==> src/rtl/ps2_keymap_decoder.sv <==
// PS/2 set-2 scan-code decoder: tracks make/break/extended prefixes, Shift and
// Caps Lock, and queues case-correct ASCII into a first-word-fall-through FIFO.
module ps2_keymap_decoder #(
  parameter int FIFO_DEPTH = 8,
  parameter int AUTOREPEAT = 1
) (
  input  logic       i_clk,
  input  logic       i_clrn,
  input  logic [7:0] i_scan_code,
  input  logic       i_scan_valid,
  input  logic       i_rd_en,
  output logic [7:0] o_ascii,
  output logic       o_ascii_valid,
  output logic       o_shift_held,
  output logic       o_caps_on,
  output logic       o_overflow
);
  localparam int AW = $clog2(FIFO_DEPTH);
  localparam logic [AW:0] L_DEPTH = (AW+1)'(FIFO_DEPTH);

  typedef enum logic [1:0] {IDLE, BRK, EXT, EXT_BRK} state_t;

  state_t      r_state;
  logic        r_shl, r_shr, r_caps, r_ovf, r_push;
  logic [7:0]  r_held, r_push_data;
  logic [7:0]  r_mem [FIFO_DEPTH];
  logic [AW-1:0] r_wptr, r_rptr;
  logic [AW:0] r_count;

  logic [7:0]  w_char;
  logic        w_full, w_empty, w_pop, w_wr;

  function automatic logic [7:0] f_lookup(input logic [7:0] code, input logic shift,
                                          input logic caps);
    logic [7:0] lc;
    logic [7:0] ch;
    lc = 8'h00;
    ch = 8'h00;
    case (code)
      8'h1C: lc = "a"; 8'h32: lc = "b"; 8'h21: lc = "c"; 8'h23: lc = "d";
      8'h24: lc = "e"; 8'h2B: lc = "f"; 8'h34: lc = "g"; 8'h33: lc = "h";
      8'h43: lc = "i"; 8'h3B: lc = "j"; 8'h42: lc = "k"; 8'h4B: lc = "l";
      8'h3A: lc = "m"; 8'h31: lc = "n"; 8'h44: lc = "o"; 8'h4D: lc = "p";
      8'h15: lc = "q"; 8'h2D: lc = "r"; 8'h1B: lc = "s"; 8'h2C: lc = "t";
      8'h3C: lc = "u"; 8'h2A: lc = "v"; 8'h1D: lc = "w"; 8'h22: lc = "x";
      8'h35: lc = "y"; 8'h1A: lc = "z";
      default: lc = 8'h00;
    endcase
    if (lc != 8'h00) begin
      ch = (shift ^ caps) ? lc - 8'h20 : lc;
    end else begin
      // digits and whitespace ignore Caps Lock
      case (code)
        8'h16: ch = shift ? "!" : "1";
        8'h1E: ch = shift ? "@" : "2";
        8'h26: ch = shift ? "#" : "3";
        8'h25: ch = shift ? "$" : "4";
        8'h2E: ch = shift ? "%" : "5";
        8'h36: ch = shift ? "^" : "6";
        8'h3D: ch = shift ? "&" : "7";
        8'h3E: ch = shift ? "*" : "8";
        8'h46: ch = shift ? "(" : "9";
        8'h45: ch = shift ? ")" : "0";
        8'h29: ch = 8'h20;
        8'h5A: ch = 8'h0D;
        8'h66: ch = 8'h08;
        default: ch = 8'h00;
      endcase
    end
    return ch;
  endfunction

  assign w_char  = f_lookup(i_scan_code, r_shl | r_shr, r_caps);
  assign w_empty = (r_count == '0);
  assign w_full  = (r_count == L_DEPTH);
  assign w_pop   = i_rd_en && !w_empty;
  assign w_wr    = r_push && (!w_full || w_pop);

  always_ff @(posedge i_clk) begin
    if (!i_clrn) begin
      r_state     <= IDLE;
      r_shl       <= 1'b0;
      r_shr       <= 1'b0;
      r_caps      <= 1'b0;
      r_held      <= 8'h00;
      r_push      <= 1'b0;
      r_push_data <= 8'h00;
    end else begin
      r_push <= 1'b0;
      if (i_scan_valid) begin
        case (r_state)
          IDLE: begin
            if (i_scan_code == 8'hF0) r_state <= BRK;
            else if (i_scan_code == 8'hE0) r_state <= EXT;
            else begin
              r_held <= i_scan_code;
              case (i_scan_code)
                8'h12: r_shl <= 1'b1;
                8'h59: r_shr <= 1'b1;
                8'h58: if (r_held != 8'h58) r_caps <= ~r_caps;
                default: begin
                  if ((AUTOREPEAT != 0 || i_scan_code != r_held) && w_char != 8'h00) begin
                    r_push      <= 1'b1;
                    r_push_data <= w_char;
                  end
                end
              endcase
            end
          end
          BRK: begin
            r_state <= IDLE;
            if (i_scan_code == 8'h12) r_shl <= 1'b0;
            if (i_scan_code == 8'h59) r_shr <= 1'b0;
            if (i_scan_code == r_held) r_held <= 8'h00;
          end
          EXT:     r_state <= (i_scan_code == 8'hF0) ? EXT_BRK : IDLE;
          EXT_BRK: r_state <= IDLE;
          default: r_state <= IDLE;
        endcase
      end
    end
  end

  always_ff @(posedge i_clk) begin
    if (!i_clrn) begin
      r_wptr  <= '0;
      r_rptr  <= '0;
      r_count <= '0;
      r_ovf   <= 1'b0;
    end else begin
      if (w_wr) r_wptr <= r_wptr + 1'b1;
      if (w_pop) r_rptr <= r_rptr + 1'b1;
      if (r_push && !w_wr) r_ovf <= 1'b1;
      case ({w_wr, w_pop})
        2'b10:   r_count <= r_count + 1'b1;
        2'b01:   r_count <= r_count - 1'b1;
        default: r_count <= r_count;
      endcase
    end
  end

  always_ff @(posedge i_clk) begin
    if (w_wr) r_mem[r_wptr] <= r_push_data;
  end

  assign o_ascii       = w_empty ? 8'h00 : r_mem[r_rptr];
  assign o_ascii_valid = !w_empty;
  assign o_shift_held  = r_shl | r_shr;
  assign o_caps_on     = r_caps;
  assign o_overflow    = r_ovf;
endmodule

==> config.mk <==
export PLATFORM = sky130hd
export DESIGN_NAME = ps2_keymap_decoder
export DESIGN_NICKNAME = d
export VERILOG_FILES = /design/src/rtl/ps2_keymap_decoder.sv
export SDC_FILE = /design/constraint.sdc
export NUM_CORES = 1
export LEC_CHECK = 0
export CAP_MARGIN = 20
export CELL_PAD_IN_SITES_DETAIL_PLACEMENT = 1
export CELL_PAD_IN_SITES_GLOBAL_PLACEMENT = 2
export CORE_UTILIZATION = 45
export CTS_CLUSTER_DIAMETER = 120
export DETAILED_ROUTE_END_ITERATION = 12
export GPL_TIMING_DRIVEN = 0
export PLACE_DENSITY_LB_ADDON = 0.1
export SYNTH_ARGS = -nofsm -noshare
export SYNTH_HDL_FRONTEND = slang
export SYNTH_SLANG_ARGS = --single-unit
==> constraint.sdc <==
create_clock -name i_clk -period 9.7 [get_ports i_clk]
set_input_delay 1.94 -clock i_clk [delete_from_list [all_inputs] [get_ports i_clk]]
set_output_delay 1.94 -clock i_clk [all_outputs]
set_load 0.02 [all_outputs]
==> impl_metrics.ini, run 1 <==
[logic_synthesis]
synth_area_per_cell_um2 = 11.7
netlist_instances = 471
yosys.area.top_type_share_pct = 34.9
yosysWarnings = 0
ys_async_sr_fraction_pct = 0
synth_edf_count = 64
synth.yosys.seq_area_share_pct = 48.0
syn_area_um2 = 5510
synth_seq_cells = 100
yosysTopAreaCell = edfxtp_1
synth_ff_type = edfxtp_1
synth_area_leaders = edfxtp_1 35%, dfxtp_1 13%, mux4_2 6.5%, mux2i_1 4.2%, ha_1 3.0%
synth_nets = 497
synth_cell_types = 89
yosys-top-cells-count = 64 x edfxtp_1, 36 x dfxtp_1, 32 x nand2_1
yosysMostFrequentCell = edfxtp_1

[flow_run]
cap_violations = 0

[critical_path]
regToRegStartpoint = r_count[0]
r2r_setup_slack_ns = 6.39
r2r_end = r_count[3]
cp-end-kind = register
crit_path_max_fanout = 9
worstPathArrival_ns = 5.43
crit_type = in -> reg
r2r_cells = 13
cp-start-kind = primary input
required_ns = 9.97

[power]
p_sw_mw = 0.370
max-vdd-ir-drop_mv = 0.0745
p_int_mw = 0.873
powerDensity_nw_per_um2 = 201
p_leak_nw = 2.22
totalPowerFinal_mw = 1.24
combPwrFrac_pct = 29.8
seq_power_share_pct = 39.9
switching_share_pct = 29.8
clockPowerShare_pct = 30.3

[floorplan]
core_um2 = 12000
pin_count = 24
row_count = 40
chipWidth_um = 113
die_area_um2 = 12700
start_util_pct = 46.0
die_h_um = 113

[clocking]
clockBufferDepth = 2
clk_pin_slew_worst_paths_ns = 0.07
cts_tree = built
clk_latency_ns = 0.34
clockRootBuffer = clkbuf_16
holdBufCountCts = 0
numClockSinks = 100
htreeDepth = 3
cts_setup_buffers = 0
ctsResizeCount = 0
cts-buffers-inserted = 9

[timing]
finalHoldViolations = 0
finalCritPeriodShare_pct = 53.2
report.final.slew_viol_count = 0
setup_viol = 0
finalCriticalPeriod_ns = 5.16
fin_tns_setup_ns = 0
hold_slack_ns = 0.470
worstMarginPinSlew_ns = 1.05
max_freq_ghz = 0.194
rsz0062_at_grt = false
finalClockSkew_ns = 0.00733
slew-limit-headroom_pct = 29.2

[final_layout]
fill_cells = 1257
final_util_pct = 51.8
multi_input_comb_area_um2 = 2580
final_nets = 528
diodes = 0
seq_area_um2 = 2640
area_delta_synth_final_pct = 12.5
stdcell_area_um2 = 6200
drive_gt1_share_pct = 16.4

[global_routing]
grt_usage_pct = 22.2
grt_pass1_vias = 3935
grt_max_degree = 18
grt_pass1_wl_um = 21400
antenna_found_initial = 0
overflow = 0

[min_path]
holdPathEnd = o_overflow
hold_start = o_overflow
hold_depth = 1
hold_path.class = reg -> reg

[placed_design]
io_buffers = 18
dp_hpwl_um = 10100
dpl_cell_area_um2 = 5880
gp_congestion = 0.877

[routing]
drt-total-wl_um = 13200
postRouteAntennaNets = 0
vias_per_cell = 5.82
drt_first_pass_iters = 4
drt-initial-drc-count = 172
num_vias = 3808
wl_per_cell_um = 20.2
drc_errors = 0

[status]
status = finished clean
## critical path: stages
cell,delay [ns]
clkdlybuf4s50_1,0.47
buf_4,0.21
inv_1,0.19
ha_1,0.43
nor2b_1,0.14
o311ai_0,0.36
o211ai_1,0.16
o21ai_2,0.28
inv_2,0.11
ha_1,0.33
and2_2,0.20
o221a_4,0.24
nor2_4,0.18
mux2i_1,0.19
## metal layers
layer / part of all wire [%] / routed length [um] / vias to the layer above / GRT usage [%]
li1: - / - / 1832 / -
met2: 52 / 6920 / 78 / 40.5
met3: 3.1 / 410 / 19 / 3.83
met5: 0 / 0 / - / 0
met4: 1.7 / 230 / 0 / 6.84
met1: 43 / 5620 / 1879 / 26.7
## flip-flops by register name, summed over array words and instances (netlist names), named ones only
signal and cells:
r_shl 1, r_wptr 3, o_caps_on 1, r_count 4
r_mem 64, r_held 8, r_push_data 8, r_rptr 3
r_shr 1, o_overflow 1, r_state 2, r_push 1
## final cells by class
class	count	share of cell area [%]
Multi-Input combinational cell	327	41.7
Tap cell	147	2.97
Timing Repair Buffer	20	3.07
Inverter	16	1.01
Buffer	28	3.49
Sequential cell	100	42.6
Clock buffer	10	3.69
Clock inverter	6	1.41
## power groups by stage
stage	Clock, mW	Combinational, mW	Sequential [mW]
2_1_floorplan	0	0.260	0.499
3_3_place_gp	0	0.365	0.504
3_5_place_dp	0	0.377	0.506
4_1_cts	0.386	0.378	0.497
5_1_grt	0.402	0.406	0.501
6_report	0.377	0.371	0.496
## cell families (layout without fill, tap and decap cells)
kind of cell	after synthesis	in the layout	synth area share [%]
AO/OA/AOI/OAI	92	92	12.4
XOR/XNOR	16	16	2.54
flip-flops	100	100	48.0
multiplexers	40	40	11.0
buffers and inverters	44	80	5.07
adder cells (fa/ha/maj)	14	14	3.32
AND/OR/NAND/NOR	165	165	17.7
## how the worst max path moves through the flow
stage	cells past startpoint	startpoint	end	slack, ns
after detailed placement	14	i_scan_code[1]	r_push_data[2]	4.18
after global routing	14	i_scan_code[1]	r_push_data[0]	4.19
final	14	i_scan_code[1]	r_push_data[2]	4.54
after floorplan	13	i_scan_code[1]	r_push_data[2]	5.28
after global placement	14	i_scan_code[1]	r_push_data[6]	4.19
after CTS	6	register	o_ascii[1]	4.43
## layout by cell type, fill, tap and decap left out, types with 3 or more instances in the layout
master	n
a21boi_0	4
a21oi_1	14
a22oi_1	9
and2_1	8
buf_1	3
buf_2	7
buf_6	5
clkbuf_1	8
clkbuf_16	9
clkdlybuf4s50_1	18
dfxtp_1	36
edfxtp_1	64
ha_1	13
inv_1	13
mux2i_1	23
mux4_2	16
nand2_1	32
nand2b_1	13
nand3_1	13
nand4_1	6
nor2_1	28
nor2b_1	15
nor3_1	9
nor3b_1	3
o211a_1	5
o211ai_1	7
o21a_1	4
o21ai_0	12
o21ai_1	5
o21ai_2	3
o311ai_0	3
or3_1	4
xnor2_1	7
xor2_1	9
## through the flow
stage / std cells / worst slack [ns]
floorplan: 471 / 5.28
global placement: 636 / 4.19
detailed placement: 638 / 4.18
CTS: 654 / 4.43
global route: 654 / 4.19
finish: 654 / 4.54
Power figures use the tool's default switching activity.
==> run 2: changes to the inputs <==
Settings changed: CORE_UTILIZATION 45 to 38.
Clock period 9.7 ns to 4.45 ns, I/O delays scaled along.
==> run 2 against run 1 <==
Combinational power grew 120%. Cell area grew 0.40%. First-iteration DRC count shrank 24%. Critical path depth is the same. Sequential power grew 120%. Final cell count grew 5.0%. Sequential share of layout area shrank 0.17 points. Non-clock buffer count is the same. Largest cell class unchanged. Highest routed layer unchanged.
==> impl_metrics.ini, run 2 (synthesis gave the netlist of run 1 again) <==
[timing]
slew-limit-headroom_pct = 31.0
report.final.slew_viol_count = 0
hold_slack_ns = 0.486
finalCritPeriodShare_pct = 95.1
max_freq_ghz = 0.236
setup_viol = 0
rsz0062_at_grt = false
finalCriticalPeriod_ns = 4.23
worstMarginPinSlew_ns = 1.03
finalHoldViolations = 0
finalClockSkew_ns = 0.0128

[final_layout]
area_delta_synth_final_pct = 13.0
layout_common_cells = 64 x edfxtp_1, 36 x dfxtp_1, 32 x nand2_1
diodes = 0
reg.largest.list = r_mem (64), r_held (8), r_push_data (8)
drive_gt1_share_pct = 16.6
final_nets = 528
fill_cells = 1518
largest_register_ffs = 64
final_common_cell = edfxtp_1
finalNonFillerCells = 687
top_register = r_mem
stdcell_area_um2 = 6220

[floorplan]
core_um2 = 14000
row_count = 43
pin_count = 24
chipWidth_um = 122
start_util_pct = 39.4
die_area_um2 = 15000
die_h_um = 122

[critical_path]
worstPathArrival_ns = 4.46
cp-end-kind = register
crit_path_max_fanout = 9
crit_type = in -> reg
cp-start-kind = primary input
required_ns = 4.68

[clocking]
ctsResizeCount = 0
cts_setup_buffers = 0
cts-buffers-inserted = 9
clockBufferDepth = 2
holdBufCountCts = 0
clk_latency_ns = 0.35
numClockSinks = 100
clockRootBuffer = clkbuf_16
htreeDepth = 3
clk_pin_slew_worst_paths_ns = 0.07
cts_tree = built

[placed_design]
io_buffers = 18
gp_congestion = 0.887
dpl_cell_area_um2 = 5920
dp_cells = 671
dp_hpwl_um = 10700

[global_routing]
grt_usage_pct = 20.0
antenna_found_initial = 0
overflow = 0
grt_max_degree = 18
grt_pass1_vias = 4029
grt_pass1_wl_um = 22300

[routing]
vias_per_cell = 5.55
drt-total-wl_um = 13900
drt-initial-drc-count = 130
wl_per_cell_um = 20.2
postRouteAntennaNets = 0
drt_first_pass_iters = 6
num_vias = 3812
drc_errors = 0

[flow_run]
cap_violations = 0

[power]
totalPowerFinal_mw = 2.68
max-vdd-ir-drop_mv = 0.212
p_leak_nw = 2.21
powerDensity_nw_per_um2 = 431

[status]
status = finished clean

[min_path]
hold_path.class = reg -> reg
## run 2: changes by cell type in the layout (fill, tap and decap cells not counted), sizes merged
cell,change
bufinv,-1
clkbuf,-1
clkinv,-1
clkinvlp,+2
inv,+1
## run 2: final cells by class
class	instances	area, um2	area share (%)
inverter	16	62.6	1.01
buffer	28	216	3.48
multi-input combinational	327	2580	41.5
timing repair buffer	20	190	3.06
tap	180	225	3.62
clock buffer	9	225	3.62
sequential	100	2640	42.5
clock inverter	7	75.1	1.21
## run 2: worst max-delay path, stage by stage
cell and delay (ns):
clkdlybuf4s50_1 0.51, buf_4 0.23, inv_1 0.17, ha_1 0.44, nor2b_1 0.14, o311ai_0 0.43
o211ai_1 0.18, o21ai_2 0.28, inv_2 0.11, ha_1 0.32, and2_2 0.19, o221ai_2 0.28
nand3_1 0.14, o211a_1 0.15
## run 2: report_power, final
part           switching (mW)  internal (mW)
logic                   0.435          0.374
clock network           0.351          0.440
registers              0.0447           1.04
## run 2: path summary, 6_finish.rpt
path,startpoint,to,slack (ns),cells past startpoint
worst max-delay path,i_scan_code[1],r_push_data[0],0.22,14
worst min-delay path,o_overflow,o_overflow,0.49,1
worst max register to register,r_count[0],r_count[3],1.19,13
worst min register to register,o_overflow,o_overflow,0.49,1
## run 2: stage by stage
stage,setup WS [ns],TNS (ns),util [%]
2_1_floorplan,1.08,0,-
3_3_place_gp,-0.0848,-0.474,42.3
3_5_place_dp,-0.158,-1.08,42.3
4_1_cts,0.214,0,44.5
5_1_grt,0.0168,0,44.5
6_report,0.220,0,44.5
## run 2: layer usage
metal / routed length (um) / global-route usage (%)
met5: 0 / 0
met4: 205 / 6.86
met3: 385 / 3.02
met2: 7300 / 36.7
met1: 5960 / 23.5
==> run 3: changes to the inputs <==
Settings changed: CORE_ASPECT_RATIO from default to 1.2, CORE_UTILIZATION 38 to 45.
Clock period 4.45 ns to 5.2 ns, I/O delays scaled along.
==> run 3 against run 2 <==
Critical path depth unchanged. Combinational power is 14% lower. Cell area decreased by 0.86%. Sequential share of layout area rose by 0.37 points. Total power shrank 16%. Register-to-register slack gained 0.78 ns. Non-clock buffer count is the same. Final cell count fell by 3.3%. Global-route usage grew 2.6 points. Clock skew shrank 0.0028 ns. Worst setup slack improved by 0.67 ns. Worst hold slack got worse by 0.023 ns. Critical path type unchanged. Critical endpoint is now r_push_data[1].
==> impl_metrics.ini, run 3 (synthesis gave the netlist of run 1 again) <==
[clocking]
ctsResizeCount = 0
clockRootBuffer = clkbuf_16
cts-buffers-inserted = 9
clockBufferDepth = 2
clk_latency_ns = 0.34
clk_pin_slew_worst_paths_ns = 0.07
htreeDepth = 3
cts_setup_buffers = 0
holdBufCountCts = 0
numClockSinks = 100
cts_tree = built

[floorplan]
row_count = 43
chipWidth_um = 103
die_area_um2 = 12700
pin_count = 24
core_um2 = 11700
start_util_pct = 46.9
die_h_um = 123

[timing]
finalHoldViolations = 0
setup_viol = 0
report.final.slew_viol_count = 0
slew-limit-headroom_pct = 31.1
rsz0062_at_grt = false
fin_ws_ns = 0.893
finalCriticalPeriod_ns = 4.31
finalCritPeriodShare_pct = 82.8
hold_slack_ns = 0.463
worstMarginPinSlew_ns = 1.02
finalClockSkew_ns = 0.0100
fin_tns_setup_ns = 0
max_freq_ghz = 0.232

[power]
p_sw_mw = 0.711
clockPowerShare_pct = 27.6
combPwrFrac_pct = 31.1
powerDensity_nw_per_um2 = 364
seq_power_share_pct = 41.3
switching_share_pct = 31.7
p_leak_nw = 2.19
max-vdd-ir-drop_mv = 0.176
p_int_mw = 1.53

[final_layout]
final_nets = 528
layout_common_cells = 64 x edfxtp_1, 36 x dfxtp_1, 32 x nand2_1
diodes = 0
drive_gt1_share_pct = 16.2
area_delta_synth_final_pct = 12.0
largest_register_ffs = 64
reg.largest.list = r_mem (64), r_held (8), r_push_data (8)
final_common_cell = edfxtp_1
top_register = r_mem
finalNonFillerCells = 664

[critical_path]
r2r_setup_slack_ns = 1.97
crit_type = in -> reg
crit_path_start = i_scan_code[1]
r2r_cells = 13
crit_end = r_push_data[1]
cp-end-kind = register
cp-start-kind = primary input
required_ns = 5.43
regToRegStartpoint = r_count[1]
r2r_end = r_count[3]
worstPathArrival_ns = 4.54
crit_path_max_fanout = 9

[routing]
drt-initial-drc-count = 167
drc_errors = 0
drt_first_pass_iters = 4
postRouteAntennaNets = 0
drt-total-wl_um = 13200
wl_per_cell_um = 19.9
num_vias = 3809
vias_per_cell = 5.74

[placed_design]
dp_cells = 648
dp_hpwl_um = 10200
post-place-ws_ns = 0.498
gp_congestion = 0.916
io_buffers = 18

[min_path]
hold_path.class = reg -> reg

[global_routing]
grt_pass1_vias = 4093
grt_max_degree = 18
overflow = 0
grt_usage_pct = 22.5
antenna_found_initial = 0
grt_pass1_wl_um = 21200

[flow_run]
cap_violations = 0

[status]
status = finished clean
[run 3: cell types whose count changed in the layout (fill, tap and decap cells not counted), sizes merged]
cell      delta
bufinv       -1
clkinvlp     +1
[run 3: worst min path at each step]
stage	startpoint	to	slack [ns]	depth (start not counted)
after floorplan	r_rptr[1]	register	0.47	2
after global placement	o_overflow	o_overflow	0.45	1
after detailed placement	o_overflow	o_overflow	0.45	1
after CTS	o_overflow	o_overflow	0.47	1
after global routing	o_overflow	o_overflow	0.50	1
final	o_overflow	o_overflow	0.46	1
[run 3: cell type report]
class / count / area [um2]
tap: 157 / 196
inverter: 16 / 62.6
timing repair buffer: 20 / 190
clock inverter: 7 / 50.0
buffer: 28 / 216
multi-input combinational: 327 / 2580
clock buffer: 9 / 225
fill: 1274 / 5560
sequential: 100 / 2640
[run 3: layer usage]
layer	vias up	global-route usage [%]	share of wire (%)
met3	16	3.39	2.5
met5	-	0	0
met1	1890	24.7	41
li1	1833	-	-
met2	70	43.0	54
met4	0	8.63	1.8
[run 3: critical path, cell delays in order]
cell and delay (ns):
clkdlybuf4s50_1 0.47, buf_4 0.21, inv_1 0.17, ha_1 0.43
nor2b_1 0.15, o311ai_0 0.36, o211ai_1 0.16, o21ai_2 0.29
inv_2 0.12, ha_1 0.34, and2_2 0.21, o221ai_2 0.29
nand3_1 0.15, o211a_1 0.15
[run 3: through the flow]
step                      total power, mW  area [um2]  util, %
after global placement               1.62        5880     50.2
after floorplan                      1.42        5510        -
final                                2.24        6170     52.6
after global routing                 2.36        6170     52.6
after detailed placement             1.65        5890     50.2
after CTS                            2.27        6170     52.6
[run 3: power groups by stage]
stage                     sequential, mW  combinational [mW]  clock (mW)
after CTS                          0.928               0.709       0.631
final                              0.928               0.698       0.619
after detailed placement           0.945               0.704           0
after floorplan                    0.932               0.485           0
after global routing               0.933               0.766       0.660
after global placement             0.940               0.678           0
